<file path="src/rtl/convertidor_32a8.sv">
// convertidor_32a8: 32-to-8 unpacker that emits a word as 1, 2 or 4 bytes, LSB first.
// Width is selected per word by PCLK, which is sampled when the word is accepted.
// Storage is one current-word register and one pending slot, so words can follow
// each other with no gap between them.
// Ports:
//   CLK, RESET (async, active high), ENB (stage enable, low = full stall)
//   PCLK[1:0]      width select: 00=1 byte, 01=2, 10=4, 11=4
//   in_data[31:0]  input word, byte k = in_data[8k+7:8k]
//   in_valid       in_data holds a word
//   in_ready       combinational, ENB & ~pend_v
//   out_data[7:0]  registered output byte
//   out_valid      registered, out_data holds a valid byte
//   out_bit[1:0]   registered index k of the byte on out_data
//                  (named out_bit because "bit" is a reserved word)
//   out_par        only with CONV328_PARIDAD_EN: registered XOR of out_data
// Optional feature macro: CONV328_PARIDAD_EN.
module convertidor_32a8 (
    input  logic        CLK,
    input  logic        RESET,
    input  logic        ENB,
    input  logic [1:0]  PCLK,
    input  logic [31:0] in_data,
    input  logic        in_valid,
    output logic        in_ready,
    output logic [7:0]  out_data,
    output logic        out_valid,
    output logic [1:0]  out_bit
`ifdef CONV328_PARIDAD_EN
    ,
    output logic        out_par
`endif
);

    typedef enum logic {
        ST_IDLE,
        ST_BUSY
    } state_t;

    state_t      state_q, state_d;
    logic [31:0] cur_q, cur_d;
    logic [1:0]  n_q, n_d;
    logic [31:0] pend_q, pend_d;
    logic [1:0]  pend_n_q, pend_n_d;
    logic        pend_v_q, pend_v_d;
    logic [7:0]  out_data_q, out_data_d;
    logic        out_valid_q, out_valid_d;
    logic [1:0]  bit_q, bit_d;
    logic        accept;

    // Index of the last byte for a width select; 11 behaves like 10.
    function automatic logic [1:0] last_idx(input logic [1:0] sel);
        logic [1:0] r;
        case (sel)
            2'b00:   r = 2'd0;
            2'b01:   r = 2'd1;
            default: r = 2'd3;
        endcase
        return r;
    endfunction

    function automatic logic [7:0] byte_sel(input logic [31:0] w,
                                            input logic [1:0]  k);
        logic [7:0] r;
        case (k)
            2'd0:    r = w[7:0];
            2'd1:    r = w[15:8];
            2'd2:    r = w[23:16];
            default: r = w[31:24];
        endcase
        return r;
    endfunction

    assign in_ready = ENB & ~pend_v_q;
    assign accept   = in_valid & in_ready;

    always_comb begin
        state_d     = state_q;
        cur_d       = cur_q;
        n_d         = n_q;
        pend_d      = pend_q;
        pend_n_d    = pend_n_q;
        pend_v_d    = pend_v_q;
        out_data_d  = out_data_q;
        out_valid_d = out_valid_q;
        bit_d       = bit_q;

        if (ENB) begin
            unique case (state_q)
                ST_IDLE: begin
                    if (accept) begin
                        state_d     = ST_BUSY;
                        cur_d       = in_data;
                        n_d         = last_idx(PCLK);
                        out_data_d  = in_data[7:0];
                        out_valid_d = 1'b1;
                        bit_d       = 2'd0;
                    end
                end
                ST_BUSY: begin
                    if (bit_q != n_q) begin
                        bit_d      = bit_q + 2'd1;
                        out_data_d = byte_sel(cur_q, bit_q + 2'd1);
                        if (accept) begin
                            pend_d   = in_data;
                            pend_n_d = last_idx(PCLK);
                            pend_v_d = 1'b1;
                        end
                    end else if (pend_v_q) begin
                        // Pending word takes over with no idle cycle.
                        cur_d      = pend_q;
                        n_d        = pend_n_q;
                        out_data_d = pend_q[7:0];
                        bit_d      = 2'd0;
                        pend_v_d   = accept;
                        if (accept) begin
                            pend_d   = in_data;
                            pend_n_d = last_idx(PCLK);
                        end
                    end else if (accept) begin
                        // Last byte and empty slot: load straight into cur.
                        cur_d      = in_data;
                        n_d        = last_idx(PCLK);
                        out_data_d = in_data[7:0];
                        bit_d      = 2'd0;
                    end else begin
                        // Drain finished; out_data and bit keep last values.
                        state_d     = ST_IDLE;
                        out_valid_d = 1'b0;
                    end
                end
            endcase
        end
    end

    always_ff @(posedge CLK or posedge RESET) begin
        if (RESET) begin
            state_q     <= ST_IDLE;
            cur_q       <= '0;
            n_q         <= '0;
            pend_q      <= '0;
            pend_n_q    <= '0;
            pend_v_q    <= 1'b0;
            out_data_q  <= '0;
            out_valid_q <= 1'b0;
            bit_q       <= '0;
        end else begin
            state_q     <= state_d;
            cur_q       <= cur_d;
            n_q         <= n_d;
            pend_q      <= pend_d;
            pend_n_q    <= pend_n_d;
            pend_v_q    <= pend_v_d;
            out_data_q  <= out_data_d;
            out_valid_q <= out_valid_d;
            bit_q       <= bit_d;
        end
    end

    assign out_data  = out_data_q;
    assign out_valid = out_valid_q;
    assign out_bit   = bit_q;

`ifdef CONV328_PARIDAD_EN
    logic par_q, par_d;

    // Follows out_data_d, so it holds whenever the byte holds.
    always_comb begin
        par_d = ^out_data_d;
    end

    always_ff @(posedge CLK or posedge RESET) begin
        if (RESET) begin
            par_q <= 1'b0;
        end else begin
            par_q <= par_d;
        end
    end

    assign out_par = par_q;
`endif

endmodule

</file>
<file path="config.mk">
export PLATFORM = sky130hd
export DESIGN_NAME = convertidor_32a8
export DESIGN_NICKNAME = d
export VERILOG_FILES = /design/src/rtl/convertidor_32a8.sv
export SDC_FILE = /design/constraint.sdc
export NUM_CORES = 1
export LEC_CHECK = 0
export ABC_AREA = 1
export CORE_ASPECT_RATIO = 0.9
export CORE_MARGIN = 2
export CORE_UTILIZATION = 34
export CTS_BUF_LIST = sky130_fd_sc_hd__clkbuf_4 sky130_fd_sc_hd__clkbuf_8
export DETAILED_ROUTE_END_ITERATION = 16
export PLACE_DENSITY = 0.59
export SYNTH_ARGS = -nofsm -noshare
export SYNTH_HDL_FRONTEND = slang
export SYNTH_SLANG_ARGS = --single-unit
</file>
<file path="constraint.sdc">
create_clock -name CLK -period 3.8 [get_ports CLK]
set_input_delay 0.57 -clock CLK [delete_from_list [all_inputs] [get_ports CLK]]
set_output_delay 0.57 -clock CLK [all_outputs]
set_load 0.01 [all_outputs]
</file>
==> impl_metrics.ini <==
[status]
status = finished, final reports clean

[routing]
first_pass_iters = 5
drt_iter0_drc = 237
wirelength_mm = 11.55
drc = 0
wire_per_inst_um = 13.88
final_antenna_net_count = 0
via_per_inst = 4.882
vias = 4062

[sta]
slew_violations = 0
clock.fmax_mhz = 361.4
rsz0062_at_grt = no
finalSetupViolations = 0
finClkSkew_ps = 13.88
final.min_clock_period_ps = 2767
tightest_slew_ps = 998.8
hold_violations = 0
relSlewSlack = 0.3334
fin_crit_sh = 0.7282
fin_tns_setup_ps = 0

[yosys]
synth_edf_count = 0
synth_ff_type = dfrtp_1
syn_nets = 671
postSynthAreaPerCell_um2 = 7.143
synth.top_cells.by_area = dfrtp_1, nand2_1, nand3_1
synth_seq_area_share = 0.4511
syn_area_um2 = 4493
async_reset_ff_frac = 1.000
yosys.area.top_type = dfrtp_1
synth.distinct_cells = 30
syn-instance-count = 629
synth-seq-cells = 81
netlist.area_leader.share = 0.4511
yosysWarnings = 0

[final_layout]
seq_area_um2 = 2027
final_common_cell = nand2_1
syn_to_final_growth_pct = 16.60
drive_gt1_frac = 0.06886
final_cell_count_no_fill = 832
nFillCells = 1359
insertedDiodeCount = 0
final_nets = 706
mostFrequentLayoutCells = nand2_1, nand3_1, dfrtp_1
final_area_um2 = 5239
multi_input_area_um2 = 2049

[placement]
dp_cells = 817
gp_congestion = 0.8486
numPortBuffers = 49
placed_area_um2 = 5054
dp_hpwl_mm = 8.046

[worst_setup_path]
worstPathMaxFanout = 19
endpoint = in_ready
slowest_stage = clkdlybuf4s50_1
cp-startpoint = ENB
r2r_cells = 8
cp_cell_sequence = clkdlybuf4s50_1, buf_4, inv_1, nor2_4, clkdlybuf4s50_1
worstPathRequired_ps = 3230
ff2ff_setup_slack_ps = 1880
cp.arrival_ps = 2200
cpMostUsedCell = clkdlybuf4s50_1
worstSetupPathType = input port to primary output
end_kind = primary output
timing.rr.start = out_bit[0]
start_kind = input port
max_stage_delay_ps = 570
r2r_end = pend_n_q[0]

[grt]
grt_usage = 0.1706
grt.overflow.total = 0
grt_pass1_vias = 3896
grt_max_degree = 57
antenna_found_initial = 0
grt_pass1_wl_mm = 19.58

[worst_hold_path]
holdPathStages = 2
worstHoldPathType = flip-flop to flip-flop

[clock_tree]
clockRootBuffer = clkbuf_8
cts_hold_buf = 0
clk_path_buf_depth = 2
cts.sinks = 81
cts_resized = 0
cts_buffers = 9
path_clk_slew_ps = 80
clock_latency_ps = 360
post-cts-setup-buffers = 0
cts_max_level = 3
cts_tree = built

[die]
rows = 39
fp.dieArea_um2 = 14150
pin_count = 50
core-area_um2 = 12780
start_util = 0.3514
die_x_um = 125.2
die_height_um = 113.1

[power]
vdd_drop_max_mv = 0.3365
p_per_area_nw_per_um2 = 780.0
leakagePower_nw = 2.623
total_power_mw = 4.086

[run]
maxCapViolations = 0
per-layer routing:
metal | GRT usage | up-vias | wire, µm
met5 | 0 | - | 0
met4 | 0.04296 | 0 | 141
met3 | 0.03830 | 11 | 502
met2 | 0.2790 | 80 | 5175
met1 | 0.2316 | 1918 | 5726
li1 | - | 2053 | -
stage by stage:
step           hold WS, ps  utilization  worst slack (ps)
6_report             476.1       0.4098              1033
2_1_floorplan        441.7            -              1150
4_1_cts              483.2       0.4098              1026
5_1_grt              498.9       0.4098             962.6
3_3_place_gp         460.0       0.3953              1073
3_5_place_dp         461.1       0.3953              1029
cell usage after synthesis (5+ instances only):
cell / n
nand2_1: 269
nand3_1: 90
dfrtp_1: 81
inv_1: 55
o21ai_0: 22
o21ai_1: 22
buf_2: 16
nor2_1: 14
clkbuf_1: 7
or2_2: 7
buf_6: 6
a21oi_1: 5
flip-flops by register name, summed over array words and instances, names as in the netlist, 2 cells and up:
signal    cells
out_data      8
out_bit       2
pend_q       32
pend_n_q      2
n_q           2
cur_q        32
critical path, delay by kind of cell:
family / cells / cell delay (ps)
buffers and inverters: 4 / 1410
and+or+nand+nor: 1 / 200
how the worst min path moves through the flow:
stage / endpoint / slack [ps] / from
after floorplan: cur_q[0] / 440 / cur_q[0]
after global placement: cur_q[0] / 460 / cur_q[0]
after detailed placement: cur_q[10] / 460 / cur_q[10]
after CTS: cur_q[7] / 480 / cur_q[7]
after global routing: cur_q[7] / 500 / cur_q[7]
final: cur_q[10] / 480 / cur_q[10]
power by group:
group	switching (mW)	internal, mW	leakage [nW]
Clock	0.311	0.294	0.0949
Combinational	1.22	0.720	1.53
Sequential	0.265	1.27	1.00
Total	1.80	2.29	2.62
area by class of cell:
class / count / area share
multi-input combinational: 456 / 0.3912
clock inverter: 2 / 0.002388
sequential: 81 / 0.3869
tap: 164 / 0.03917
timing repair buffer: 56 / 0.1037
inverter: 60 / 0.04371
clock buffer: 13 / 0.03296
cell families after synthesis:
family / after synthesis / share of synthesized area
DFF: 81 / 0.4511
AOI/OAI and AO/OA: 54 / 0.06489
and+or+nand+nor: 398 / 0.3801
buffers and inverters: 92 / 0.09273
adders and majority gates: 4 / 0.01114
No activity file was read; power rests on OpenSTA's default activity.
